## src/rtl/direction_scheduler_if.sv

```systemverilog
// Bundle between the key one-shots / step timer and the direction scheduler.
// The master drives pulses and ticks; the slave (scheduler) returns the applied direction and status.
interface direction_scheduler_if #(
  parameter int unsigned QUEUE_DEPTH = 2
);
  localparam int unsigned CNT_W = $clog2(QUEUE_DEPTH + 1);

  logic [3:0]       btn_pulse;
  logic             step_tick;
  logic             flush;
  logic [1:0]       dir;
  logic             dir_changed;
  logic             drop;
  logic [CNT_W-1:0] q_count;

  modport master (
    output btn_pulse, step_tick, flush,
    input  dir, dir_changed, drop, q_count
  );

  modport slave (
    input  btn_pulse, step_tick, flush,
    output dir, dir_changed, drop, q_count
  );
endinterface

```

## src/rtl/direction_scheduler.sv

```systemverilog
// Arbitrates key pulses, filters redundant/reverse moves, queues them and applies one per step tick.
// Optional macro DIR_SCHED_RR_EN: rotating-priority arbitration instead of fixed lowest-index priority.
module direction_scheduler #(
  parameter int unsigned QUEUE_DEPTH = 2,
  parameter logic [1:0]  INIT_DIR    = 2'b11
) (
  input  logic                 clock,
  input  logic                 reset,
  direction_scheduler_if.slave bus
);
  localparam int unsigned CNT_W = $clog2(QUEUE_DEPTH + 1);
  localparam int unsigned PTR_W = (QUEUE_DEPTH > 1) ? $clog2(QUEUE_DEPTH) : 1;

  logic [1:0]       fifo_q [QUEUE_DEPTH];
  logic [1:0]       fifo_d [QUEUE_DEPTH];
  logic [PTR_W-1:0] head_q, head_d;
  logic [PTR_W-1:0] tail_q, tail_d;
  logic [CNT_W-1:0] count_q, count_d;
  logic [1:0]       dir_q, dir_d;
  logic             dir_changed_q, dir_changed_d;
  logic             drop_q, drop_d;

  logic             grant_valid;
  logic [1:0]       grant_idx;
  logic [1:0]       ref_dir;
  logic [PTR_W-1:0] tail_prev;
  logic             cand_ok;
  logic             pop;
  logic             push;
  logic [3:0]       enq_mask;

  function automatic logic [PTR_W-1:0] ptr_inc(input logic [PTR_W-1:0] p);
    return (p == PTR_W'(QUEUE_DEPTH - 1)) ? '0 : p + PTR_W'(1);
  endfunction

`ifdef DIR_SCHED_RR_EN
  logic [1:0] rr_q, rr_d;

  // Rotating search starting at rr_q; pointer moves past whichever index won.
  always_comb begin
    grant_valid = 1'b0;
    grant_idx   = 2'b00;
    for (int k = 0; k < 4; k++) begin
      if (!grant_valid && bus.btn_pulse[2'(int'(rr_q) + k)]) begin
        grant_valid = 1'b1;
        grant_idx   = 2'(int'(rr_q) + k);
      end
    end
    rr_d = rr_q;
    if (bus.flush)        rr_d = 2'b00;
    else if (grant_valid) rr_d = grant_idx + 2'd1;
  end

  always_ff @(posedge clock) begin
    if (reset) rr_q <= 2'b00;
    else       rr_q <= rr_d;
  end
`else
  // Fixed priority: lowest direction code wins.
  always_comb begin
    grant_valid = 1'b0;
    grant_idx   = 2'b00;
    for (int k = 0; k < 4; k++) begin
      if (!grant_valid && bus.btn_pulse[k]) begin
        grant_valid = 1'b1;
        grant_idx   = 2'(k);
      end
    end
  end
`endif

  // Filter, push/pop decisions and next-state.
  always_comb begin
    fifo_d        = fifo_q;
    head_d        = head_q;
    tail_d        = tail_q;
    count_d       = count_q;
    dir_d         = dir_q;
    dir_changed_d = 1'b0;
    drop_d        = 1'b0;

    tail_prev = (tail_q == '0) ? PTR_W'(QUEUE_DEPTH - 1) : tail_q - PTR_W'(1);
    ref_dir   = (count_q != '0) ? fifo_q[tail_prev] : dir_q;
    cand_ok   = grant_valid && (grant_idx != ref_dir) && (grant_idx != (ref_dir ^ 2'b01));
    pop       = bus.step_tick && (count_q != '0);
    push      = cand_ok && ((count_q < CNT_W'(QUEUE_DEPTH)) || pop);
    enq_mask  = push ? (4'b0001 << grant_idx) : 4'b0000;

    if (bus.flush) begin
      head_d  = '0;
      tail_d  = '0;
      count_d = '0;
      dir_d   = INIT_DIR;
    end else begin
      drop_d = |(bus.btn_pulse & ~enq_mask);
      if (pop) begin
        dir_d         = fifo_q[head_q];
        dir_changed_d = 1'b1;
        head_d        = ptr_inc(head_q);
      end
      if (push) begin
        fifo_d[tail_q] = grant_idx;
        tail_d         = ptr_inc(tail_q);
      end
      if (push && !pop)      count_d = count_q + CNT_W'(1);
      else if (pop && !push) count_d = count_q - CNT_W'(1);
    end
  end

  always_ff @(posedge clock) begin
    if (reset) begin
      for (int i = 0; i < int'(QUEUE_DEPTH); i++) fifo_q[i] <= 2'b00;
      head_q        <= '0;
      tail_q        <= '0;
      count_q       <= '0;
      dir_q         <= INIT_DIR;
      dir_changed_q <= 1'b0;
      drop_q        <= 1'b0;
    end else begin
      fifo_q        <= fifo_d;
      head_q        <= head_d;
      tail_q        <= tail_d;
      count_q       <= count_d;
      dir_q         <= dir_d;
      dir_changed_q <= dir_changed_d;
      drop_q        <= drop_d;
    end
  end

  assign bus.dir         = dir_q;
  assign bus.dir_changed = dir_changed_q;
  assign bus.drop        = drop_q;
  assign bus.q_count     = count_q;
endmodule

```

## src/flat_wrapper.sv

```systemverilog
// flat-port wrapper written by rule: the top's interface ports become plain ports
module direction_scheduler_flat 
#(
  parameter int unsigned QUEUE_DEPTH = 2,
  parameter logic [1:0]  INIT_DIR    = 2'b11
)
  (clock, reset, bus_btn_pulse, bus_step_tick, bus_flush, bus_dir, bus_dir_changed, bus_drop, bus_q_count);
  direction_scheduler_if #(.QUEUE_DEPTH(QUEUE_DEPTH)) bus_i ();
  input  logic clock;
  input  logic reset;
  input wire logic [$bits(bus_i.btn_pulse)-1:0] bus_btn_pulse;
  input wire logic [$bits(bus_i.step_tick)-1:0] bus_step_tick;
  input wire logic [$bits(bus_i.flush)-1:0] bus_flush;
  output wire logic [$bits(bus_i.dir)-1:0] bus_dir;
  output wire logic [$bits(bus_i.dir_changed)-1:0] bus_dir_changed;
  output wire logic [$bits(bus_i.drop)-1:0] bus_drop;
  output wire logic [$bits(bus_i.q_count)-1:0] bus_q_count;
  assign bus_i.btn_pulse = bus_btn_pulse;
  assign bus_i.step_tick = bus_step_tick;
  assign bus_i.flush = bus_flush;
  assign bus_dir = bus_i.dir;
  assign bus_dir_changed = bus_i.dir_changed;
  assign bus_drop = bus_i.drop;
  assign bus_q_count = bus_i.q_count;
  direction_scheduler #(.QUEUE_DEPTH(QUEUE_DEPTH), .INIT_DIR(INIT_DIR)) u_core (.clock(clock), .reset(reset), .bus(bus_i));
endmodule
```

## config.mk

```make
export PLATFORM = sky130hd
export DESIGN_NAME = direction_scheduler_flat
export DESIGN_NICKNAME = d
export VERILOG_FILES = /design/src/rtl/direction_scheduler_if.sv /design/src/rtl/direction_scheduler.sv /design/src/flat_wrapper.sv
export SDC_FILE = /design/constraint.sdc
export NUM_CORES = 1
export LEC_CHECK = 0
export CORE_AREA = 4 4 41 43
export DETAILED_ROUTE_END_ITERATION = 8
export DIE_AREA = 0 0 45 47
export PLACE_DENSITY_LB_ADDON = 0.2
export SETUP_SLACK_MARGIN = 0.15
export SLEW_MARGIN = 5
export SYNTH_ARGS = -nofsm -noshare
export SYNTH_HDL_FRONTEND = slang
export SYNTH_SLANG_ARGS = --single-unit
```

## constraint.sdc

```tcl
create_clock -name clock -period 2.8 [get_ports clock]
set_clock_uncertainty 0.2 [all_clocks]
set_input_delay 0.56 -clock clock [delete_from_list [all_inputs] [get_ports clock]]
set_output_delay 0.56 -clock clock [all_outputs]
set_load 0.05 [all_outputs]
```

==> results by group, run 1 <==
Setup path
  • CP arrival: 2.47 ns
  • Worst path required time: 2.80 ns
  • Crit start category: primary input
  • CP Capture Type: flip-flop
  • Crit path kind: primary input to flip-flop
  • R2R Path End: u_core.bus.q_count[1]$_SDFFE_PP0P_
  • Register-to-Register Path Depth: 7
  • Reg-to-reg startpoint: u_core.bus.q_count[0]$_SDFFE_PP0P_
  • Critical Path Fanout Max: 6
  • Worst reg2reg setup slack: 0.34 ns

Clock network
  • TritonCTS Buffers: 3
  • Clk root buf: clkbuf_4
  • Cts repair resizes: 0
  • Cts hold-fix bufs: 0
  • CTS Buffer Depth: 2
  • Worst-Skew Late Latency: 0.26 ns
  • CTS tree: built
  • # H-tree levels: 1
  • Post-CTS setup buffer count: 0
  • CTS clk-pin slew, worst paths: roughly 0.07 ns
  • Sink Count: 12

Global route
  • GR Util All Layers: 13.41%
  • First-pass GRT wire length: approximately 2000 um
  • Initial antenna violation count: 0
  • Largest net degree at the start of global routing: 8
  • Met1 global-route usage: around 14%
  • Grt peak-use layer: met2
  • GR Overflow Total: 0
  • Routing usage on met3: roughly 4.6%
  • Number of global-route vias before repair: between 500 and 600
  • Met2 usage: between 20% and 30%

Pwr
  • Pwr Density: 729.0 mW/mm2
  • Worst VDD drop: about 0.00029 V
  • Tot Pwr: ~0.56 mW
  • Leakage: 0.2934 nW

Cells and area
  • Commonest non-fill, non-tap cell in the layout: clkdlybuf4s50_1
  • Ant. Diodes: 0
  • Layout cells sized above 1: 9.195%
  • Most frequent cells in the layout: 13 x clkdlybuf4s50_1, 12 x dfxtp_1, 9 x nor2_1, 6 x o21ai_0
  • Layout overhead on the synthesized area: 29.41%
  • Final nets: a little under 100

Routing
  • Post-route ant nets: 0
  • DR DRC count: 0
  • Final WL: approximately 1200 um
  • Vias: 542
  • DR vias/cell: between 5 and 6
  • Post-DR wirelength/cell: roughly 12 um
  • 1st-pass router iterations: 4
  • 1st-iter DRT viols: 7

Hold path
  • Hold path start: u_core.bus.dir[0]$_SDFFE_PP1P_
  • Endpoint, Worst Hold: u_core.bus.dir[0]$_SDFFE_PP1P_
  • Worst Hold Depth: 2
  • Hold WC Path Type: flip-flop to flip-flop

Placement
  • HPWL after DPL: between 900 and 1000 um
  • PortBufs: 13
  • RePlAce Congestion: 0.7659

Logic synthesis
  • Synth cell types: 24
  • Mapped Cells: between 70 and 80
  • Syn_area_per_cell: around 8.4 um2
  • Register area share after synthesis: between 40% and 50%
  • Yosys reg bits: 12
  • Synth Net Count: 80
  • Synth warn: 0
  • Syn Std Cell Area: between 500 and 600 um2

Die
  • I/O pins: 14
  • Core Region: 0.001301 mm2
  • Starting Density: a little under half
  • Die Y: around 47 um
  • Standard-cell rows: 13
  • DIE WIDTH: around 45 um
  • Full die area: around 0.0021 mm2

Run status
  • Status: completed

STA
  • Setup-failing EPs final: 0
  • Max_slew headroom: between 60% and 70%
  • Peak clock frequency supported by timing: between 400 and 500 MHz
  • Final TNS setup: 0 ns
  • Slew Viols, Final: 0
  • Worst-Margin Slew: between 0.4 and 0.5 ns
  • Final Hold Fails: 0
  • Min Clock Period, post-route: about 2.5 ns
  • Final period util: between 80% and 90%
  • RSZ-0062 raised after global routing: no

Flow run
  • Max_cap viols: 0
## power by group
| group | switching, mW | leakage [nW] | internal [mW] |
|---|---|---|---|
| Clock | 0.0537 | 0.0138 | 0.0496 |
| Combinational | 0.142 | 0.182 | 0.107 |
| Sequential | 0.0195 | 0.0977 | 0.190 |
## through the flow
step           worst slack, ns  cells  hold WS [ns]  instance area, um2  util [%]
2_1_floorplan           0.2556     71        0.2474               595.6         -
3_3_place_gp            0.1417     99        0.2640               748.2     57.50
3_5_place_dp           0.06311     99        0.2729               748.2     57.50
4_1_cts                 0.3348    102        0.2849               770.7     59.23
5_1_grt                 0.2070    102        0.3057               770.7     59.23
6_report                0.3351    102        0.2846               770.7     59.23
## final cells by class
cell class / count / area (um2)
flip-flops and latches: 12 / 240.2
fillers: 133 / 530.5
clock buffers: 3 / 22.52
well taps: 15 / 18.77
inverters: 2 / 7.507
multi-input cells: 56 / 344.1
repair buffers: 14 / 137.6
## worst max-delay path, stage by stage
cell,delay [ns]
clkdlybuf4s50_1,0.44
nor2_1,0.16
o21ai_0,0.13
mux2_4,0.31
nor2_1,0.12
ha_1,0.27
or3_1,0.35
a21oi_1,0.13
## sequential cells by signal, indices dropped and copies added, names as in the netlist
signal                  flops
u_core.bus.dir              2
u_core.tail_q               1
u_core.bus.dir_changed      1
u_core.bus.drop             1
u_core.head_q               1
u_core.fifo_q               4
u_core.bus.q_count          2
## routing by layer
| metal | vias up | share of wire [%] | wire (um) |
|---|---|---|---|
| li1 | 282 | - | - |
| met1 | 246 | 44 | 519 |
| met2 | 12 | 49 | 587 |
| met3 | 2 | 6.2 | 74 |
| met4 | 0 | 0.92 | 11 |
| met5 | - | 0 | 0 |
## worst max-delay path by stage
stage	from	to	slack, ns	cells past startpoint
after global routing	u_core.bus.q_count[1]$_SDFFE_PP0P_	u_core.bus.q_count[1]$_SDFFE_PP0P_	0.21	7
final	bus_btn_pulse[1]	u_core.bus.q_count[1]$_SDFFE_PP0P_	0.34	8
after global placement	bus_btn_pulse[1]	u_core.bus.q_count[1]$_SDFFE_PP0P_	0.14	8
after detailed placement	bus_btn_pulse[1]	u_core.bus.q_count[1]$_SDFFE_PP0P_	0.06	8
after CTS	u_core.bus.q_count[0]$_SDFFE_PP0P_	u_core.bus.q_count[1]$_SDFFE_PP0P_	0.33	7
after floorplan	u_core.bus.q_count[0]$_SDFFE_PP0P_	u_core.bus.q_count[1]$_SDFFE_PP0P_	0.26	7
## synthesized netlist by cell type
cell / number / area, um2
nor2_1: 9 / 33.78
dfxtp_1: 12 / 240.2
xor2_1: 3 / 26.28
a21oi_1: 5 / 25.02
nand3_1: 1 / 5.000
nor2b_1: 4 / 25.02
or2_2: 2 / 12.51
nand2b_1: 1 / 6.260
nor4_1: 1 / 6.260
o31ai_1: 1 / 7.510
mux2_4: 1 / 15.01
xnor2_1: 1 / 8.760
a21oi_2: 1 / 8.760
inv_1: 2 / 7.510
ha_1: 1 / 12.51
mux2i_1: 4 / 40.04
nand2_1: 5 / 18.77
clkbuf_1: 1 / 3.750
o21ai_0: 6 / 30.03
or3_1: 2 / 12.51
a22oi_1: 1 / 7.510
o211ai_1: 2 / 15.01
nor3_1: 4 / 20.02
nor3b_1: 1 / 7.510
## kinds of logic (layout without fill, tap and decap cells)
logic type | Yosys count | after routing | synth area share [%]
AOI/OAI and AO/OA | 16 | 16 | 15.76
xor gates and xnor gates | 4 | 4 | 5.883
adders and majority gates | 1 | 1 | 2.101
buffers and inverters | 3 | 19 | 1.891
DFF | 12 | 12 | 40.34
muxes | 5 | 5 | 9.243
and+or+nand+nor | 30 | 30 | 24.79
No activity file was read; power rests on OpenSTA's default activity.
==> inputs of run 2 (changes only) <==
- ABC_CLOCK_PERIOD_IN_PS: unset -> 2800
==> results of run 2 <==
The final DEF is identical to that of run 1; final timing and power are the same.
==> inputs of run 3 (changes only) <==
==> constraint.sdc (replaced) <==
create_clock -name clock -period 2.8 [get_ports clock]
set_clock_uncertainty 0.2 [all_clocks]
set_input_delay 0.42 -clock clock [delete_from_list [all_inputs] [get_ports clock]]
set_output_delay 0.42 -clock clock [all_outputs]
set_load 0.05 [all_outputs]
==> run 3 against run 2 <==
- non-clock buffer count decreased by 1
- die area unchanged
- core utilization increased by 0.48 points
- sequential share of layout area decreased by 0.25 points
- critical endpoint unchanged
- routed wire length decreased by 3.0%
- largest cell class unchanged
- largest power group unchanged
==> results by group, run 3 (same netlist as run 1, synthesis figures left out) <==
Clock network
  • CTS Buffer Depth: 2
  • CTS clk-pin slew, worst paths: around 0.08 ns
  • TritonCTS Buffers: 3
  • Cts repair resizes: 0
  • Sink Count: 12
  • Worst-Skew Late Latency: about 0.27 ns
  • # H-tree levels: 1
  • Cts hold-fix bufs: 0
  • CTS tree: built
  • Post-CTS setup buffer count: 0
  • Clk root buf: clkbuf_4

Routing
  • Vias: 538
  • DR vias/cell: 5.275
  • Post-route ant nets: 0
  • Final WL: roughly 1200 um
  • 1st-iter DRT viols: 9
  • Post-DR wirelength/cell: approximately 11 um
  • 1st-pass router iterations: 2
  • DR DRC count: 0

Placement
  • Dpl cells: 98
  • RePlAce Congestion: between 0.8 and 0.9
  • Placed cell area: roughly 740 um2
  • Pre-CTS WS: 0.1231 ns
  • PortBufs: 13
  • HPWL after DPL: 915.2 um

STA
  • Slew Viols, Final: 0
  • PnR worst setup slack: between 0.3 and 0.4 ns
  • Max_slew headroom: between 60% and 70%
  • Setup-failing EPs final: 0
  • Peak clock frequency supported by timing: 403.5 MHz
  • RSZ-0062 raised after global routing: no
  • Worst-Margin Slew: between 0.4 and 0.5 ns
  • Final period util: 88.51%
  • Final Hold Fails: 0
  • Final TNS setup: 0 ns
  • Hold slack: approximately 0.28 ns
  • Min Clock Period, post-route: about 2.5 ns

Pwr
  • Seq pwr share: 35.3%
  • Combinational share of power: between 40% and 50%
  • Internal power: approximately 0.38 mW
  • Tot Pwr: approximately 0.6 mW
  • Worst VDD drop: approximately 0.0003 V
  • Clock network power share: roughly 23%
  • Leakage: 0.2954 nW
  • Pwr Density: roughly 760 mW/mm2
  • Switching Share: 36.84%
  • Net Sw Power: approximately 0.22 mW

Setup path
  • Crit path kind: flip-flop to flip-flop
  • R2R Path End: u_core.bus.q_count[1]$_SDFFE_PP0P_
  • CP arrival: between 2 and 2.5 ns
  • Worst reg2reg setup slack: roughly 0.32 ns
  • Crit start category: flip-flop
  • Reg-to-reg startpoint: u_core.bus.q_count[0]$_SDFFE_PP0P_
  • Critical Path Fanout Max: 6
  • Register-to-Register Path Depth: 7
  • Worst path required time: between 2 and 3 ns
  • CP Capture Type: flip-flop

Cells and area
  • Ant. Diodes: 0
  • Final nets: 97
  • Most frequent cells in the layout: 13 x clkdlybuf4s50_1, 12 x dfxtp_1, 9 x nor2_1, 6 x o21ai_0
  • Filler Cell Count: 120
  • Top reg by flops: u_core.fifo_q
  • Final Util: roughly three fifths
  • Fin area: slightly below 800 um2
  • Layout cells sized above 1: 9.195%
  • Filler-free cell count of the finished design: 102
  • Max reg flops: 4
  • Commonest non-fill, non-tap cell in the layout: clkdlybuf4s50_1
  • Layout overhead on the synthesized area: 30.46%

Hold path
  • Worst Hold Depth: 2
  • Endpoint, Worst Hold: u_core.fifo_q[2]$_SDFFE_PP0P_
  • Hold WC Path Type: flip-flop to flip-flop
  • Hold path start: u_core.fifo_q[2]$_SDFFE_PP0P_

Die
  • Core Region: 0.001301 mm2
  • DIE WIDTH: between 40 and 50 um
  • Standard-cell rows: 13
  • Die Y: 47 um
  • Full die area: 0.002115 mm2
  • Starting Density: around 46%
  • I/O pins: 14

Global route
  • Largest net degree at the start of global routing: 8
  • Initial antenna violation count: 0
  • Number of global-route vias before repair: about 500
  • GR Overflow Total: 0
  • GR Util All Layers: about an eighth
  • First-pass GRT wire length: ~1900 um

Run status
  • Status: completed

Flow run
  • Max_cap viols: 0
-- run 3: power by group through the flow --
| stage | Combinational [mW] | Sequential, mW | Clock (mW) |
|---|---|---|---|
| after floorplan | 0.144 | 0.254 | 0 |
| after global placement | 0.245 | 0.213 | 0 |
| after detailed placement | 0.248 | 0.214 | 0 |
| after CTS | 0.249 | 0.210 | 0.141 |
| after global routing | 0.270 | 0.213 | 0.146 |
| final | 0.248 | 0.210 | 0.136 |
-- run 3: critical path, stage by stage (launching register included) --
cell     delay, ns
dfxtp_1       0.37
or2_2         0.31
a21oi_2       0.29
mux2_4        0.36
nor2_1        0.13
ha_1          0.27
or3_1         0.35
a21oi_1       0.14
-- run 3: worst max path at each step --
stage,endpoint,slack [ns],cells after the start,from
after CTS,u_core.bus.q_count[1]$_SDFFE_PP0P_,0.32,7,u_core.bus.q_count[0]$_SDFFE_PP0P_
after global placement,u_core.bus.q_count[1]$_SDFFE_PP0P_,0.19,8,bus_btn_pulse[1]
after floorplan,u_core.bus.q_count[1]$_SDFFE_PP0P_,0.26,7,u_core.bus.q_count[0]$_SDFFE_PP0P_
after detailed placement,u_core.bus.q_count[1]$_SDFFE_PP0P_,0.12,8,bus_btn_pulse[1]
final,u_core.bus.q_count[1]$_SDFFE_PP0P_,0.32,7,u_core.bus.q_count[0]$_SDFFE_PP0P_
after global routing,u_core.bus.q_count[1]$_SDFFE_PP0P_,0.20,7,u_core.bus.q_count[1]$_SDFFE_PP0P_
-- run 3: layer usage --
| metal | part of all wire [%] | vias to the layer above | global-route usage [%] |
|---|---|---|---|
| li1 | - | 281 | - |
| met1 | 48 | 245 | 13.79 |
| met2 | 45 | 10 | 22.32 |
| met3 | 5.0 | 2 | 3.448 |
| met4 | 1.0 | 0 | 7.018 |
| met5 | 0 | - | 0 |
-- run 3: layout make-up --
cell class                 instances  area, um2  area share [%]
clock buffer                       4      36.28           4.670
sequential                        12      240.2           30.92
multi-input combinational         56      344.1           44.28
inverter                           2      7.507          0.9662
tap                               15      18.77           2.415
timing repair buffer              13      130.1           16.75
==> edit (flow settings as in run 3) <==
The option `DIR_SCHED_RR_EN` is turned on by a define.
--- a/src/rtl/direction_scheduler.sv
+++ b/src/rtl/direction_scheduler.sv
@@ -1,5 +1,7 @@
 // Arbitrates key pulses, filters redundant/reverse moves, queues them and applies one per step tick.
 // Optional macro DIR_SCHED_RR_EN: rotating-priority arbitration instead of fixed lowest-index priority.
+`define DIR_SCHED_RR_EN
+
 module direction_scheduler #(
   parameter int unsigned QUEUE_DEPTH = 2,
   parameter logic [1:0]  INIT_DIR    = 2'b11
Formal check against the unedited RTL: not equivalent (Yosys sat finds a counterexample within 4 cycles, from zero or initial values and one cycle with reset high).
==> edit against run 3 <==
Register-to-register slack improved by 0.12 ns; sequential share of layout area decreased by 4.2 points; sequential cell count increased by 2; worst setup slack got worse by 0.046 ns; synthesized area increased by 35%; worst hold slack improved by 0.0026 ns; design area increased by 35%; total power increased by 51%; routed wire length increased by 54%; die area unchanged; combinational power increased by 94%; maximum frequency decreased by 1.8%; critical endpoint unchanged.
==> edit: results (changes against run 3) <==
For hold timing, the worst endpoint is u_core.fifo_q[0]. The iteration-0 DRC count of the detailed router came to 14 (+5). The longest individual stage delay on the worst path came out at 0.52 ns (+0.15 ns).

The count of vias placed by the detailed router is 720 (+34%). The pre-CTS setup slack was 0.0231 ns (-0.0999 ns). The fraction of synthesized area in multiplexers is 11.4% (+2.1 points). The detailed-routed wire length on met3 came out at 107 um (+84%). The final net count was 130 (+34%).

The per-cell via count in the routed design is 5.50 (+4.2%). The routed metal-1 wirelength came out at 824 um (+47%). The flow ran to the end, and the final reports show no timing, DRC or antenna violations. The fraction of the mapped netlist area in adder cells came out at 7.79% (+5.7 points). The total of fill cells in the finished design came out at 93 (-23%).

The worst register-to-register path begins at u_core.tail_q. The data arrival at the endpoint of the critical path is 2.54 ns (+0.06 ns). The global placer's final weighted congestion came to 0.848 (-3.2%). The highest fanout seen on the critical path came out at 3 (-3).

The via count of the first global-routing pass is 701 (+39%). In the synthesized netlist, the cells that appear most often are 14 x sky130_fd_sc_hd__dfxtp_1, 9 x sky130_fd_sc_hd__nor2_1, 8 x sky130_fd_sc_hd__inv_1, 8 x sky130_fd_sc_hd__mux2i_1, 7 x sky130_fd_sc_hd__nand2b_1. The worst hold path begins at u_core.fifo_q[0]. The total instance count after detailed placement came to 127 (+30%). The compound-gate portion of the synthesized area is 21.0% (+5.3 points).

The number of iterations in the first detailed-routing pass came out at 4 (+2). The peak supply drop is 0.453 mV (+50%). The overall global routing resource usage is 20.6% (+7.9 points). The xor and xnor area share after synthesis is 3.27% (-2.6 points). The number of cells produced by synthesis is 91 (+28%). The pin count of the biggest net entering global routing is 9 (+1). The worst reg-to-reg setup slack came out at 0.44 ns (+0.12 ns). The dominant combinational cell family by area after synthesis is compound AO/OA/AOI/OAI gates.
edit: per-stage QoR:
step                utilization [%]  instance area [um2]  power (mW)
global placement               77.8                 1010       0.735
detailed placement             77.8                 1010       0.754
global route                   80.6                 1050       0.959
CTS                            80.6                 1050       0.903
floorplan                         -                  803       0.580
finish                         80.6                 1050       0.900
edit: cell type report:
cell class                 count  area [um2]  area share (%)
clock buffer                   4        36.3            3.46
inverter                       8        30.0            2.86
multi-input combinational     69         493            47.0
timing repair buffer          21         190            18.1
tap                           15        18.8            1.79
sequential                    14         280            26.7
edit: kinds of logic (layout without fill, tap and decap cells):
kind of cell	after synthesis	after routing
xor gates and xnor gates	3	3
DFF	14	14
buffers and inverters	8	33
adders and majority gates	5	5
AOI/OAI and AO/OA	23	23
muxes	9	9
and+or+nand+nor	29	29
edit: critical path, delay by kind of cell:
kind / cells / cell delay (ns)
simple gates: 2 / 0.44
buf+inv: 1 / 0.52
compound gates: 4 / 0.87
fa+ha+maj: 1 / 0.29
edit: how the worst max path moves through the flow:
stage	start	slack [ns]	endpoint	cells after the start
after floorplan	u_core.bus.q_count[0]	0.32	u_core.bus.q_count[1]	7
after global placement	bus_btn_pulse[0]	0.09	u_core.bus.q_count[1]	8
after detailed placement	bus_btn_pulse[0]	0.02	u_core.bus.q_count[1]	8
after CTS	bus_btn_pulse[0]	0.31	u_core.bus.q_count[1]	8
after global routing	bus_btn_pulse[2]	0.23	u_core.bus.q_count[1]	8
final	bus_btn_pulse[0]	0.28	u_core.bus.q_count[1]	8
edit: report_power, final:
group          switching [mW]  total [mW]  internal (mW)
sequential             0.0402       0.276          0.236
clock                  0.0655       0.145         0.0792
combinational           0.258       0.480          0.221
total                   0.364       0.900          0.536
edit: per-layer routing:
| metal | up-vias | track usage [%] |
|---|---|---|
| met4 | 0 | 10.5 |
| met2 | 20 | 31.9 |
| met5 | - | 0 |
| met1 | 323 | 25.6 |
| met3 | 4 | 6.51 |
| li1 | 373 | - |
